File: src/rtl/goldsmith_div_ctrl_pkg.sv
// Shared types and constants for the Goldschmidt divider sequencer.
// Q1.23 constants, FSM encoding and the denormalisation shift helper.
package goldsmith_div_ctrl_pkg;

    localparam int          WIDTH    = 24;
    localparam logic [23:0] ONE_Q123 = 24'h800000;

    typedef enum logic [2:0] {
        ST_IDLE   = 3'd0,
        ST_NORM   = 3'd1,
        ST_RUN    = 3'd2,
        ST_DENORM = 3'd3,
        ST_DONE   = 3'd4
    } state_e;

    typedef struct packed {
        logic div0;
        logic ovf;
        logic tmo;
    } err_t;

    // Net binary-point move: lzB - lzA aligns the normalised operands, then Q1.23 -> OUT_FRAC.
    function automatic logic signed [6:0] denorm_shift(input logic [4:0] lza,
                                                       input logic [4:0] lzb,
                                                       input int unsigned frac);
        logic [6:0] s;
        s = 7'(lzb) - 7'(lza) + 7'(frac) - 7'd23;
        return $signed(s);
    endfunction

endpackage

File: src/rtl/goldsmith_div_ctrl_if.sv
// Request/result handshake plus divider-side bus of the sequencer.
// slave = the sequencer, master = requester/consumer and divider side.
interface goldsmith_div_ctrl_if
    import goldsmith_div_ctrl_pkg::*;
#(
    parameter int OUT_W = 24
);
    logic             in_valid;
    logic             in_ready;
    logic [WIDTH-1:0] in_dividend;
    logic [WIDTH-1:0] in_divisor;
    logic             out_valid;
    logic             out_ready;
    logic [OUT_W-1:0] out_quotient;
    logic             out_err_div0;
    logic             out_err_ovf;
    logic             out_err_tmo;
    logic             div_clk_en;
    logic [WIDTH-1:0] div_dividend;
    logic [WIDTH-1:0] div_divisor;
    logic [WIDTH-1:0] div_quotient;
    logic             div_res_ready;

    modport slave (
        input  in_valid, in_dividend, in_divisor, out_ready, div_quotient, div_res_ready,
        output in_ready, out_valid, out_quotient, out_err_div0, out_err_ovf, out_err_tmo,
               div_clk_en, div_dividend, div_divisor
    );

    modport master (
        output in_valid, in_dividend, in_divisor, out_ready, div_quotient, div_res_ready,
        input  in_ready, out_valid, out_quotient, out_err_div0, out_err_ovf, out_err_tmo,
               div_clk_en, div_dividend, div_divisor
    );
endinterface

File: src/rtl/goldsmith_div_ctrl_lzc24.sv
// Combinational 24-bit leading-zero count; returns 24 for an all-zero input.
module goldsmith_div_ctrl_lzc24 (
    input  logic [23:0] val_i,
    output logic [4:0]  lz_o
);
    always_comb begin
        lz_o = 5'd24;
        // Ascending scan: the highest set bit is the last one to win.
        for (int i = 0; i < 24; i++) begin
            if (val_i[i]) lz_o = 5'(23 - i);
        end
    end
endmodule

File: src/rtl/goldsmith_div_ctrl.sv
// Sequencer around the Goldschmidt divider: normalise, run via clock enable, rescale, saturate.
// One request in flight; in_ready low from accept until the result handshake completes.
module goldsmith_div_ctrl
    import goldsmith_div_ctrl_pkg::*;
#(
    parameter int OUT_W    = 24,
    parameter int OUT_FRAC = 12,
    parameter int SETTLE   = 2,
    parameter int MAX_WAIT = 32
) (
    input  logic                 g_clk,
    input  logic                 n_reset,
    goldsmith_div_ctrl_if.slave  bus
);
    localparam int CNT_W = $clog2(SETTLE + MAX_WAIT + 1);
    localparam int EXT_W = WIDTH + 47;
    localparam logic [CNT_W-1:0] CNT_SETTLE = CNT_W'(SETTLE);
    localparam logic [CNT_W-1:0] CNT_LAST   = CNT_W'(SETTLE + MAX_WAIT - 1);

    state_e             state_q, state_d;
    logic [WIDTH-1:0]   a_q, a_d, b_q, b_d;
    logic [4:0]         lza_q, lza_d, lzb_q, lzb_d;
    logic [4:0]         lz_a, lz_b;
    logic [CNT_W-1:0]   cnt_q, cnt_d;
    logic [WIDTH-1:0]   qraw_q, qraw_d;
    logic [OUT_W-1:0]   quo_q, quo_d;
    err_t               err_q, err_d;
    logic               en_q, en_d;
    logic [WIDTH-1:0]   div_a_q, div_a_d, div_b_q, div_b_d;

    logic signed [6:0]  shift_s;
    logic [6:0]         shift_mag;
    logic [EXT_W-1:0]   ext;
    logic               ext_ovf;

    goldsmith_div_ctrl_lzc24 u_lzc_a (.val_i(a_q), .lz_o(lz_a));
    goldsmith_div_ctrl_lzc24 u_lzc_b (.val_i(b_q), .lz_o(lz_b));

    // Rescale the captured Q1.23 quotient; left shifts go through a wide intermediate for overflow.
    always_comb begin
        shift_s   = denorm_shift(lza_q, lzb_q, OUT_FRAC);
        shift_mag = 7'd0;
        ext       = EXT_W'(qraw_q);
        if (shift_s < 0) begin
            shift_mag = 7'(-shift_s);
            ext       = EXT_W'(qraw_q) >> shift_mag;
        end else begin
            shift_mag = $unsigned(shift_s);
            ext       = EXT_W'(qraw_q) << shift_mag;
        end
        ext_ovf = |ext[EXT_W-1:OUT_W];
    end

    always_comb begin
        state_d = state_q;
        a_d     = a_q;
        b_d     = b_q;
        lza_d   = lza_q;
        lzb_d   = lzb_q;
        cnt_d   = cnt_q;
        qraw_d  = qraw_q;
        quo_d   = quo_q;
        err_d   = err_q;
        en_d    = en_q;
        div_a_d = div_a_q;
        div_b_d = div_b_q;

        unique case (state_q)
            ST_IDLE: begin
                if (bus.in_valid) begin
                    a_d     = bus.in_dividend;
                    b_d     = bus.in_divisor;
                    err_d   = '0;
                    state_d = ST_NORM;
                end
            end
            ST_NORM: begin
                lza_d = lz_a;
                lzb_d = lz_b;
                if (b_q == '0) begin
                    quo_d      = '1;
                    err_d.div0 = 1'b1;
                    state_d    = ST_DONE;
                end else if (a_q == '0) begin
                    quo_d   = '0;
                    state_d = ST_DONE;
                end else begin
                    div_a_d = a_q << lz_a;
                    div_b_d = b_q << lz_b;
                    cnt_d   = '0;
                    en_d    = 1'b1;
                    state_d = ST_RUN;
                end
            end
            ST_RUN: begin
                // Ready is not trusted while the divider is still reloading.
                if (cnt_q >= CNT_SETTLE && bus.div_res_ready) begin
                    qraw_d  = bus.div_quotient;
                    en_d    = 1'b0;
                    state_d = ST_DENORM;
                end else if (cnt_q == CNT_LAST) begin
                    quo_d     = '1;
                    err_d.tmo = 1'b1;
                    en_d      = 1'b0;
                    state_d   = ST_DONE;
                end else begin
                    cnt_d = cnt_q + 1'b1;
                end
            end
            ST_DENORM: begin
                if (ext_ovf) begin
                    quo_d     = '1;
                    err_d.ovf = 1'b1;
                end else begin
                    quo_d = ext[OUT_W-1:0];
                end
                state_d = ST_DONE;
            end
            ST_DONE: begin
                if (bus.out_ready) state_d = ST_IDLE;
            end
            default: state_d = ST_IDLE;
        endcase
    end

    always_ff @(posedge g_clk or negedge n_reset) begin
        if (!n_reset) begin
            state_q <= ST_IDLE;
            a_q     <= '0;
            b_q     <= '0;
            lza_q   <= '0;
            lzb_q   <= '0;
            cnt_q   <= '0;
            qraw_q  <= '0;
            quo_q   <= '0;
            err_q   <= '0;
            en_q    <= 1'b0;
            div_a_q <= '0;
            div_b_q <= '0;
        end else begin
            state_q <= state_d;
            a_q     <= a_d;
            b_q     <= b_d;
            lza_q   <= lza_d;
            lzb_q   <= lzb_d;
            cnt_q   <= cnt_d;
            qraw_q  <= qraw_d;
            quo_q   <= quo_d;
            err_q   <= err_d;
            en_q    <= en_d;
            div_a_q <= div_a_d;
            div_b_q <= div_b_d;
        end
    end

    assign bus.in_ready     = (state_q == ST_IDLE);
    assign bus.out_valid    = (state_q == ST_DONE);
    assign bus.out_quotient = quo_q;
    assign bus.out_err_div0 = err_q.div0;
    assign bus.out_err_ovf  = err_q.ovf;
    assign bus.out_err_tmo  = err_q.tmo;
    assign bus.div_clk_en   = en_q;
    assign bus.div_dividend = div_a_q;
    assign bus.div_divisor  = div_b_q;

endmodule
File: src/flat_wrapper.sv
// flat-port wrapper written by rule: the top's interface ports become plain ports
module goldsmith_div_ctrl_flat import goldsmith_div_ctrl_pkg::*;
#(
    parameter int OUT_W    = 24,
    parameter int OUT_FRAC = 12,
    parameter int SETTLE   = 2,
    parameter int MAX_WAIT = 32
)
  (g_clk, n_reset, bus_in_valid, bus_in_dividend, bus_in_divisor, bus_out_ready, bus_div_quotient, bus_div_res_ready, bus_in_ready, bus_out_valid, bus_out_quotient, bus_out_err_div0, bus_out_err_ovf, bus_out_err_tmo, bus_div_clk_en, bus_div_dividend, bus_div_divisor);
  goldsmith_div_ctrl_if #(.OUT_W(OUT_W)) bus_i ();
  input  logic g_clk;
  input  logic n_reset;
  input wire logic [$bits(bus_i.in_valid)-1:0] bus_in_valid;
  input wire logic [$bits(bus_i.in_dividend)-1:0] bus_in_dividend;
  input wire logic [$bits(bus_i.in_divisor)-1:0] bus_in_divisor;
  input wire logic [$bits(bus_i.out_ready)-1:0] bus_out_ready;
  input wire logic [$bits(bus_i.div_quotient)-1:0] bus_div_quotient;
  input wire logic [$bits(bus_i.div_res_ready)-1:0] bus_div_res_ready;
  output wire logic [$bits(bus_i.in_ready)-1:0] bus_in_ready;
  output wire logic [$bits(bus_i.out_valid)-1:0] bus_out_valid;
  output wire logic [$bits(bus_i.out_quotient)-1:0] bus_out_quotient;
  output wire logic [$bits(bus_i.out_err_div0)-1:0] bus_out_err_div0;
  output wire logic [$bits(bus_i.out_err_ovf)-1:0] bus_out_err_ovf;
  output wire logic [$bits(bus_i.out_err_tmo)-1:0] bus_out_err_tmo;
  output wire logic [$bits(bus_i.div_clk_en)-1:0] bus_div_clk_en;
  output wire logic [$bits(bus_i.div_dividend)-1:0] bus_div_dividend;
  output wire logic [$bits(bus_i.div_divisor)-1:0] bus_div_divisor;
  assign bus_i.in_valid = bus_in_valid;
  assign bus_i.in_dividend = bus_in_dividend;
  assign bus_i.in_divisor = bus_in_divisor;
  assign bus_i.out_ready = bus_out_ready;
  assign bus_i.div_quotient = bus_div_quotient;
  assign bus_i.div_res_ready = bus_div_res_ready;
  assign bus_in_ready = bus_i.in_ready;
  assign bus_out_valid = bus_i.out_valid;
  assign bus_out_quotient = bus_i.out_quotient;
  assign bus_out_err_div0 = bus_i.out_err_div0;
  assign bus_out_err_ovf = bus_i.out_err_ovf;
  assign bus_out_err_tmo = bus_i.out_err_tmo;
  assign bus_div_clk_en = bus_i.div_clk_en;
  assign bus_div_dividend = bus_i.div_dividend;
  assign bus_div_divisor = bus_i.div_divisor;
  goldsmith_div_ctrl #(.OUT_W(OUT_W), .OUT_FRAC(OUT_FRAC), .SETTLE(SETTLE), .MAX_WAIT(MAX_WAIT)) u_core (.g_clk(g_clk), .n_reset(n_reset), .bus(bus_i));
endmodule
File: config.mk
export PLATFORM = sky130hd
export DESIGN_NAME = goldsmith_div_ctrl_flat
export DESIGN_NICKNAME = d
export VERILOG_FILES = /design/src/rtl/goldsmith_div_ctrl_pkg.sv /design/src/rtl/goldsmith_div_ctrl_if.sv /design/src/rtl/goldsmith_div_ctrl_lzc24.sv /design/src/rtl/goldsmith_div_ctrl.sv /design/src/flat_wrapper.sv
export SDC_FILE = /design/constraint.sdc
export NUM_CORES = 1
export LEC_CHECK = 0
export CAP_MARGIN = 20
export CORE_MARGIN = 3
export CORE_UTILIZATION = 58
export CTS_BUF_LIST = sky130_fd_sc_hd__clkbuf_8
export DETAILED_ROUTE_END_ITERATION = 7
export PLACE_DENSITY = 0.83
export SYNTH_ARGS = -nofsm -noshare
export SYNTH_HDL_FRONTEND = slang
export SYNTH_SLANG_ARGS = --single-unit
File: constraint.sdc
create_clock -name g_clk -period 6.2 [get_ports g_clk]
set_input_delay 0.62 -clock g_clk [delete_from_list [all_inputs] [get_ports g_clk]]
set_output_delay 0.62 -clock g_clk [all_outputs]
set_load 0.005 [all_outputs]
==> metrics.txt, run 1 <==
post-cts gate resize count=0; met2 layer usage reported by global route=53.03%; kind of critical path=reg -> reg; number of pins with negative max-slew slack in the final report=0; die extent in x=151.2 um; setup repair bufs after CTS=0; CP Max Fanout=27; proportion of layout cells with a drive suffix above 1=13.38%; reg-to-reg critical path startpoint=u_core.lzb_q[0]$_DFFE_PN0P_; Final setup viols=0; launch point of the critical path=u_core.lzb_q[0]$_DFFE_PN0P_; clk_skew=0.02623 ns; drt pass-1 iters=6; clock buffers created by TritonCTS=17; maximum number of buffers from clock root to sink=2; Final Wtd Congestion=1.019; antenna cells=0; chip height=151.2 um; biggest area contributors in the synthesized netlist=sky130_fd_sc_hd__dfrtp_1, sky130_fd_sc_hd__mux2i_1, sky130_fd_sc_hd__mux2_2; count of flip-flops with a built-in enable after synthesis=0; number of antenna violations at the first check in global routing=0; number of hold-repair buffers added at the cts stage=0; global-route wire length before repair=58950 um; category of the worst setup path launch point=register; total of max-cap violations=0; number of nets in the layout=1569; cell count after synthesis=1377; Synth async-reset ratio=100.0%; met1 track demand over resource in global routing=43.99%; mean area per synthesized cell=8.875 um^2; hpwl dp=27180 um; drt initial violations=1293; pin count of the biggest net entering global routing=102; count leader, synth=sky130_fd_sc_hd__dfrtp_1; area added between synthesis and finish=17.74%; core region area=20490 um^2; type of the worst min-delay path=in -> async; outcome=finished, final reports clean; I/O pin count=155; Clk Tree Root Cell=sky130_fd_sc_hd__clkbuf_8; area share of the leading cell type in the synthesized netlist=34.20%; Fin. Hold Viols=0; relative slew slack=26.54%; Post-Route Setup TNS=0 ns; required time reported for the critical path endpoint=6.50 ns; Post-synth top flop=sky130_fd_sc_hd__dfrtp_1; critical path capture point type=register; Yosys warning count=0; Mapped Nets=1464; number of nets still failing antenna checks after routing=0; per-cell routed wire length=20.92 um; upper clock frequency limit=187.6 MHz; actual transition at the worst max-transition pin=1.098 ns; Crit path largest cell delay=0.75 ns; setup repair after global routing missed its margin=false; count of vias placed by the detailed router=11.58k; effective utilization at floorplan=59.63%; number of H-tree levels=4; most frequent cells after synthesis=sky130_fd_sc_hd__dfrtp_1, sky130_fd_sc_hd__nand2_1, sky130_fd_sc_hd__nor2_1; clock tree from TritonCTS=built; number of global-route vias before repair=11.05k; global routing met3 resource utilization=4.548%; cells along the critical path=inv_1 -> ha_1 -> fa_1 -> inv_1 -> ha_2 -> mux2_2 -> nand2_1 -> o21ai_0 -> or4_1 -> a211oi_1 -> a31oi_1 -> o21ai_0 -> a311oi_4 -> nor3_4 -> a221oi_1; I/O Buffers=154; count of state elements after synthesis=167; final period utilization=85.99%; cell area after technology mapping=12220 um^2; arrival time reported for the critical path endpoint=5.63 ns; total gr overflow=0; Die Area=22850 um^2; sequential share of the synthesized area=34.20%; final critical delay including setup and external delays=5.331 ns; clock-pin slew on the worst setup and hold paths=0.11 ns; drc violations=0; gr usage total=32.46%; total wirelength of the detailed-routed design=36930 um; clock latency reported for the late side of the worst-skew pair=0.48 ns; cell accounting for the most synthesized area=sky130_fd_sc_hd__dfrtp_1; clk sinks=167; via/cell ratio=6.561; number of distinct library cells after synthesis=80; busiest grt layer=met2; site row count=52; critical path's slowest cell=sky130_fd_sc_hd__nor3_4
==> flip-flops by register name, summed over array words and instances, names as in the netlist, 3 cells and up <==
register,flops
u_core.a_q,24
u_core.b_q,24
u_core.bus.div_dividend,24
u_core.bus.div_divisor,24
u_core.bus.out_quotient,24
u_core.cnt_q,6
u_core.lza_q,5
u_core.lzb_q,5
u_core.qraw_q,24
u_core.state_q,3
==> placed cells by master (no fill, tap or decap), types with 6 or more instances in the layout <==
cell type	instances
sky130_fd_sc_hd__a22oi_1	16
sky130_fd_sc_hd__nand2_1	160
sky130_fd_sc_hd__and3_1	7
sky130_fd_sc_hd__buf_4	22
sky130_fd_sc_hd__nor2b_1	13
sky130_fd_sc_hd__mux2i_1	111
sky130_fd_sc_hd__clkdlybuf4s50_1	153
sky130_fd_sc_hd__a32oi_1	14
sky130_fd_sc_hd__o31ai_1	14
sky130_fd_sc_hd__a211oi_1	17
sky130_fd_sc_hd__a21oi_1	77
sky130_fd_sc_hd__dfrtp_1	167
sky130_fd_sc_hd__nor3_1	32
sky130_fd_sc_hd__a221oi_2	11
sky130_fd_sc_hd__a22o_1	19
sky130_fd_sc_hd__o221ai_1	7
sky130_fd_sc_hd__nand3_1	23
sky130_fd_sc_hd__o21a_1	8
sky130_fd_sc_hd__inv_1	49
sky130_fd_sc_hd__o21ai_0	85
sky130_fd_sc_hd__a221oi_1	22
sky130_fd_sc_hd__a31oi_1	16
sky130_fd_sc_hd__nand2b_1	6
sky130_fd_sc_hd__ha_1	8
sky130_fd_sc_hd__o22ai_1	9
sky130_fd_sc_hd__nor4_1	18
sky130_fd_sc_hd__mux2_2	87
sky130_fd_sc_hd__or2_2	6
sky130_fd_sc_hd__nor2_1	139
sky130_fd_sc_hd__mux4_2	13
sky130_fd_sc_hd__clkbuf_8	17
sky130_fd_sc_hd__o211ai_1	15
==> final cells by class <==
type | count | area, um^2
clock inverters | 15 | 170.2
inverters | 47 | 176.4
fillers | 1637 | 6106
repair buffers | 178 | 1750
flip-flops and latches | 167 | 4179
well taps | 270 | 337.8
multi-input cells | 1071 | 7541
clock buffers | 17 | 234.0
==> worst max-delay path, delay by kind of cell, from the launching register on <==
| family | cells | cell delay, ns |
|---|---|---|
| simple gates | 3 | 1.43 |
| buf+inv | 2 | 0.10 |
| mux | 1 | 0.42 |
| fa+ha+maj | 3 | 1.47 |
| flops | 1 | 0.36 |
| compound gates | 6 | 1.36 |
==> cell families after synthesis <==
family	count (synthesis)	share of synthesized area, %
DFF	167	34.20
xor gates and xnor gates	14	1.249
AOI/OAI and AO/OA	400	23.26
and+or+nand+nor	436	16.05
muxes	211	19.50
buffers and inverters	139	4.648
adders and majority gates	10	1.085
==> stage by stage <==
step                      hold slack (ns)  worst slack (ns)  area (um^2)  cells  utilization [%]
after global routing               0.2799            0.5467        14390   1765            70.21
after detailed placement           0.4635            0.9212        13940   1731            68.03
after floorplan                    0.3244             1.480        12220   1377                -
final                              0.1912            0.8689        14390   1765            70.21
after CTS                          0.2568            0.9069        14350   1763            70.00
after global placement             0.4528             1.057        13930   1730            67.99
==> path summary, 6_finish.rpt <==
path	slack [ns]	to	cells after the start
worst min-delay path	0.19	u_core.qraw_q[12]$_DFFE_PN0P_	1
max in group asynchronous	4.59	u_core.bus.div_divisor[12]$_DFFE_PN0P_	2
worst max register to register	0.87	u_core.bus.out_quotient[3]$_DFFE_PN0P_	15
worst max-delay path	0.87	u_core.bus.out_quotient[3]$_DFFE_PN0P_	15
worst min register to register	0.49	u_core.lza_q[2]$_DFFE_PN0P_	2
min in group g_clk	0.49	u_core.lza_q[2]$_DFFE_PN0P_	2
==> metal layers <==
| layer | vias to the layer above | wire length [um] |
|---|---|---|
| met5 | - | 0 |
| met4 | 0 | 1282 |
| met3 | 90 | 2619 |
| met2 | 576 | 17690 |
| met1 | 5554 | 15340 |
| li1 | 5360 | - |
Power of run 1 is left out: the tool's default activity adds up to more than one toggle a clock period on the data nets, which glitch-free logic cannot reach.
==> run 2, diff against run 1 <==
- CORE_ASPECT_RATIO: default -> 2
==> run 2 against run 1 <==
Sequential share of layout area did not move. Final cell count about the same. Maximum frequency down 5.0%. Worst hold slack got worse by 0.040 ns. Global-route usage increased by 6.0 points. Via count is 2.6% higher. Clock skew is 0.012 ns lower. Worst setup slack lost 0.28 ns. Critical path type unchanged. Highest routed layer unchanged. Register-to-register slack worse by 0.28 ns.
==> metrics.txt, run 2 (same netlist as run 1, synthesis figures left out) <==
count of vias placed by the detailed router=11.88k (+2.6%); area taken by flip-flops and latches=4179 um^2 (unchanged); post-cts gate resize count=0 (unchanged); actual transition at the worst max-transition pin=1.128 ns (+0.03016 ns); number of hold-repair buffers added at the cts stage=0 (unchanged); arrival time reported for the critical path endpoint=5.95 ns (+0.32 ns); clk_skew=0.01437 ns (-0.01186 ns); pin count of the biggest net entering global routing=99 (-2.9%); Clk Tree Root Cell=sky130_fd_sc_hd__clkbuf_8; area of combinational cells with multiple inputs=7541 um^2 (unchanged); upper clock frequency limit=178.1 MHz (-5.0%); I/O Buffers=154 (unchanged); total gr overflow=0 (unchanged); critical path's slowest cell=sky130_fd_sc_hd__nor3_4; total of max-cap violations=0 (unchanged); number of global-route vias before repair=11.98k (+8.4%); clock tree from TritonCTS=built; Post-Route Setup TNS=0 ns (unchanged); type of the worst min-delay path=in -> async; site row count=74 (+42%); I/O pin count=155 (unchanged); Crit path largest cell delay=0.77 ns (+0.02 ns); Final Wtd Congestion=1.050 (+3.1%); clock buffers created by TritonCTS=17 (unchanged); hpwl dp=32800 um (+21%); final critical delay including setup and external delays=5.614 ns (+0.2832 ns); proportion of layout cells with a drive suffix above 1=13.68% (+0.31 points); via/cell ratio=6.735 (+2.6%); per-cell routed wire length=24.54 um (+17%); outcome=finished, final reports clean; total wirelength of the detailed-routed design=43290 um (+17%); cell family contributing the most delay on the critical path=adder cells; Final setup viols=0 (unchanged); die extent in x=108.6 um (-28%); required time reported for the critical path endpoint=6.54 ns (+0.04 ns); cells along the critical path=inv_1 -> ha_1 -> fa_1 -> inv_1 -> ha_2 -> buf_4 -> mux2i_1 -> mux2i_1 -> or4_1 -> a211oi_1 -> a31oi_1 -> o21ai_0 -> a311oi_4 -> nor3_4 -> a221oi_1; number of H-tree levels=4 (unchanged); number of pins with negative max-slew slack in the final report=0 (unchanged); gr usage total=38.50% (+6.0 points); filler cell count in the final layout=1636 (-0.061%); core region area=20550 um^2 (+0.29%); final period utilization=90.55% (+4.6 points); CP Max Fanout=28 (+3.7%); number of nets still failing antenna checks after routing=0 (unchanged); kind of critical path=reg -> reg; most common library cell in the layout ignoring fill and taps=sky130_fd_sc_hd__dfrtp_1; Die Area=22950 um^2 (+0.46%); setup repair after global routing missed its margin=false; drc violations=0 (unchanged); Crit path buffers/inverters=3 (+1); category of the worst setup path launch point=register; number of antenna violations at the first check in global routing=0 (unchanged); area added between synthesis and finish=17.74% (unchanged); Fin. Hold Viols=0 (unchanged); global-route wire length before repair=66630 um (+13%); chip height=211.3 um (+40%); relative slew slack=24.52% (-2.0 points); leading cell types in the layout, fill and taps excluded=sky130_fd_sc_hd__dfrtp_1, sky130_fd_sc_hd__nand2_1, sky130_fd_sc_hd__clkdlybuf4s50_1; number of nets in the layout=1572 (+0.19%); maximum number of buffers from clock root to sink=2 (unchanged); clk sinks=167 (unchanged); clock latency reported for the late side of the worst-skew pair=0.51 ns (+0.03 ns); drt pass-1 iters=5 (-1); drt initial violations=950 (-27%); setup repair bufs after CTS=0 (unchanged); critical path capture point type=register; antenna cells=0 (unchanged); clock-pin slew on the worst setup and hold paths=0.10 ns (about the same); effective utilization at floorplan=59.45% (-0.17 points)
==> run 2: per-stage QoR <==
| stage | setup WS (ns) | hold WS [ns] | util (%) | instance area [um^2] | cells |
|---|---|---|---|---|---|
| 4_1_cts | 0.7079 | 0.2385 | 69.97 | 14380 | 1763 |
| 2_1_floorplan | 1.480 | 0.3244 | - | 12220 | 1377 |
| 3_3_place_gp | 0.8970 | 0.4495 | 68.01 | 13980 | 1731 |
| 5_1_grt | 0.1590 | 0.2432 | 70.00 | 14390 | 1764 |
| 6_report | 0.5857 | 0.1515 | 70.00 | 14390 | 1764 |
| 3_5_place_dp | 0.7337 | 0.4552 | 68.01 | 13980 | 1731 |
==> run 2: final timing paths <==
kind | start | to | slack, ns | cells after the start
min in group g_clk | u_core.bus.div_divisor[23]$_DFFE_PN0P_ | u_core.bus.div_divisor[23]$_DFFE_PN0P_ | 0.47 | 1
max in group asynchronous | n_reset | u_core.state_q[1]$_DFFE_PN0P_ | 4.51 | 2
hold reg to reg | u_core.bus.div_divisor[23]$_DFFE_PN0P_ | u_core.bus.div_divisor[23]$_DFFE_PN0P_ | 0.47 | 1
hold / removal | n_reset | u_core.qraw_q[3]$_DFFE_PN0P_ | 0.15 | 1
setup reg to reg | u_core.lzb_q[0]$_DFFE_PN0P_ | u_core.bus.out_quotient[22]$_DFFE_PN0P_ | 0.59 | 15
setup / recovery | u_core.lzb_q[0]$_DFFE_PN0P_ | u_core.bus.out_quotient[22]$_DFFE_PN0P_ | 0.59 | 15
==> run 2: layout make-up <==
cell class                 instances  share of cell area (%)
multi-input combinational       1071                   52.41
clock inverter                    15                   1.165
sequential                       167                   29.04
clock buffer                      17                   1.626
timing repair buffer             181                   12.22
inverter                          47                   1.226
tap                              266                   2.313
==> run 2: per-layer routing <==
metal / vias to the layer above / routed length [um] / track usage, % / share of wire [%]
li1: 5353 / - / - / -
met1: 5695 / 13710 / 37.29 / 32
met2: 623 / 22530 / 67.44 / 52
met3: 209 / 2655 / 7.464 / 6.1
met4: 0 / 4394 / 33.87 / 10
met5: - / 0 / 0 / 0
Power of run 2 is left out for the same reason.
==> run 3, diff against run 2 <==
- CORE_UTILIZATION: 58 -> 57
- CTS_BUF_LIST: sky130_fd_sc_hd__clkbuf_8 -> default
- PLACE_DENSITY: 0.83 -> 0.81
==> run 3 against run 2 <==
First-iteration DRC count decreased by 10%. Clock skew decreased by 0.0044 ns. Critical path depth increased by 1. Sequential cell count unchanged. Via count decreased by 0.14%. Global-route usage decreased by 1.8 points. Worst setup slack got worse by 0.13 ns. Critical path type unchanged. Largest cell class unchanged. Highest routed layer unchanged.
==> metrics.txt, run 3 (same netlist as run 1, synthesis figures left out) <==
outcome=finished, final reports clean; number of antenna violations at the first check in global routing=2 (+2); required time reported for the critical path endpoint=6.50 ns (-0.04 ns); number of hold-repair buffers added at the cts stage=0 (unchanged); pin count of the biggest net entering global routing=97 (-2.0%); hpwl dp=31270 um (-4.7%); site row count=75 (+1.4%); Clk Tree Root Cell=sky130_fd_sc_hd__clkbuf_16; area of combinational cells with multiple inputs=7541 um^2 (unchanged); number of H-tree levels=4 (unchanged); Post-Route Setup TNS=0 ns (unchanged); maximum number of buffers from clock root to sink=2 (unchanged); Crit path buffers/inverters=3 (unchanged); standard cell area after detailed placement=13960 um^2 (-0.12%); clock buffers created by TritonCTS=17 (unchanged); CP Max Fanout=16 (-43%); Crit path largest cell delay=0.72 ns (-0.05 ns); setup repair bufs after CTS=0 (unchanged); Fin. Hold Viols=0 (unchanged); filler cell count in the final layout=1711 (+4.6%); critical path's slowest cell=sky130_fd_sc_hd__a21boi_0; leading cell types in the layout, fill and taps excluded=sky130_fd_sc_hd__dfrtp_1, sky130_fd_sc_hd__nand2_1, sky130_fd_sc_hd__clkdlybuf4s50_1; die extent in x=109.5 um (+0.82%); per-cell routed wire length=23.60 um (-3.8%); final period utilization=92.67% (+2.1 points); drt pass-1 iters=5 (unchanged); drc violations=0 (unchanged); number of nets in the layout=1574 (+0.13%); gr usage total=36.70% (-1.8 points); via/cell ratio=6.698 (-0.54%); cell family contributing the most delay on the critical path=compound AO/OA/AOI/OAI gates; count of vias placed by the detailed router=11.86k (-0.14%); global-route wire length before repair=64700 um (-2.9%); I/O Buffers=154 (unchanged); upper clock frequency limit=174.0 MHz (-2.3%); clock-pin slew on the worst setup and hold paths=0.07 ns (-0.03 ns); I/O pin count=155 (unchanged); number of global-route vias before repair=11.70k (-2.3%); total gr overflow=0 (unchanged); clk sinks=167 (unchanged); relative slew slack=25.41% (+0.88 points); Final Cell Area=14550 um^2 (+1.1%); clk_skew=0.009918 ns (-0.004448 ns); clock latency reported for the late side of the worst-skew pair=0.45 ns (-0.06 ns); kind of critical path=reg -> reg; category of the worst setup path launch point=register; type of the worst min-delay path=in -> async; actual transition at the worst max-transition pin=1.115 ns (-0.01317 ns); drt initial violations=852 (-10%); post-cts gate resize count=0 (unchanged); Final setup viols=0 (unchanged); proportion of layout cells with a drive suffix above 1=13.60% (-0.085 points); total of max-cap violations=0 (unchanged); total wirelength of the detailed-routed design=41790 um (-3.5%); arrival time reported for the critical path endpoint=6.04 ns (+0.09 ns); setup repair after global routing missed its margin=false; area added between synthesis and finish=19.08%; Final Wtd Congestion=1.037 (-1.2%); number of nets still failing antenna checks after routing=0 (unchanged); chip height=213.1 um (+0.85%); area taken by flip-flops and latches=4179 um^2 (unchanged); core region area=21020 um^2 (+2.3%); Die Area=23340 um^2 (+1.7%); most common library cell in the layout ignoring fill and taps=sky130_fd_sc_hd__dfrtp_1; final critical delay including setup and external delays=5.746 ns (+0.1312 ns); cells along the critical path=inv_1 -> ha_1 -> fa_1 -> inv_1 -> ha_2 -> buf_4 -> nor2b_1 -> a21o_1 -> a21boi_0 -> a21oi_1 -> mux2i_1 -> mux2i_1 -> nor4_4 -> a311oi_4 -> nor4_4 -> a311oi_1; critical path capture point type=register; clock tree from TritonCTS=built; number of pins with negative max-slew slack in the final report=0 (unchanged); effective utilization at floorplan=58.14% (-1.3 points)
[run 3: cell count changes in the layout (fill, tap and decap cells not counted)]
cell	change
sky130_fd_sc_hd__clkinv_2	+2
sky130_fd_sc_hd__buf_4	+2
sky130_fd_sc_hd__clkinvlp_4	-1
sky130_fd_sc_hd__clkbuf_8	-16
sky130_fd_sc_hd__buf_12	-1
sky130_fd_sc_hd__inv_8	-2
sky130_fd_sc_hd__diode_2	+2
sky130_fd_sc_hd__clkbuf_16	+17
sky130_fd_sc_hd__clkbuf_1	+3
sky130_fd_sc_hd__bufinv_16	-1
sky130_fd_sc_hd__inv_6	-2
sky130_fd_sc_hd__buf_6	+1
[run 3: final timing paths]
| path | start | end | slack [ns] | cells past startpoint |
|---|---|---|---|---|
| worst max register to register | u_core.lzb_q[0]$_DFFE_PN0P_ | u_core.bus.out_quotient[20]$_DFFE_PN0P_ | 0.45 | 16 |
| max in group asynchronous | n_reset | u_core.b_q[21]$_DFFE_PN0P_ | 4.50 | 2 |
| worst min-delay path | n_reset | u_core.qraw_q[5]$_DFFE_PN0P_ | 0.27 | 1 |
| min in group g_clk | u_core.bus.div_dividend[23]$_DFFE_PN0P_ | u_core.bus.div_dividend[23]$_DFFE_PN0P_ | 0.48 | 1 |
| worst max-delay path | u_core.lzb_q[0]$_DFFE_PN0P_ | u_core.bus.out_quotient[20]$_DFFE_PN0P_ | 0.45 | 16 |
| worst min register to register | u_core.bus.div_dividend[23]$_DFFE_PN0P_ | u_core.bus.div_dividend[23]$_DFFE_PN0P_ | 0.48 | 1 |
[run 3: worst register-to-register path, stage by stage (launching register included)]
cell	delay [ns]
sky130_fd_sc_hd__dfrtp_1	0.35
sky130_fd_sc_hd__inv_1	0.05
sky130_fd_sc_hd__ha_1	0.21
sky130_fd_sc_hd__fa_1	0.53
sky130_fd_sc_hd__inv_1	0.06
sky130_fd_sc_hd__ha_2	0.51
sky130_fd_sc_hd__buf_4	0.33
sky130_fd_sc_hd__nor2b_1	0.11
sky130_fd_sc_hd__a21o_1	0.17
sky130_fd_sc_hd__a21boi_0	0.72
sky130_fd_sc_hd__a21oi_1	0.31
sky130_fd_sc_hd__mux2i_1	0.59
sky130_fd_sc_hd__mux2i_1	0.33
sky130_fd_sc_hd__nor4_4	0.42
sky130_fd_sc_hd__a311oi_4	0.18
sky130_fd_sc_hd__nor4_4	0.57
sky130_fd_sc_hd__a311oi_1	0.16
[run 3: through the flow]
step	std cells	worst slack [ns]	hold WS (ns)	util (%)
3_5_place_dp	1733	0.6492	0.4599	66.43
5_1_grt	1769	0.1888	0.3395	69.21
6_report	1771	0.4545	0.2702	69.23
4_1_cts	1765	0.6011	0.2969	69.05
3_3_place_gp	1732	0.7495	0.4496	66.39
2_1_floorplan	1377	1.480	0.3244	-
[run 3: cell type report]
type	count	area share, %
Multi-Input combinational cell	1071	51.82
Sequential cell	167	28.72
Timing Repair Buffer	183	12.12
Clock buffer	21	3.095
Tap cell	269	2.313
Inverter	47	1.212
Clock inverter	11	0.6878
Antenna cell	2	0.03439
[run 3: routing by layer]
metal  share of wire, %  global-route usage (%)
met1                 32                   36.76
met2                 52                   64.15
met3                6.5                   8.533
met4                8.9                   27.72
met5                  0                       0
Power of run 3 is left out for the same reason.
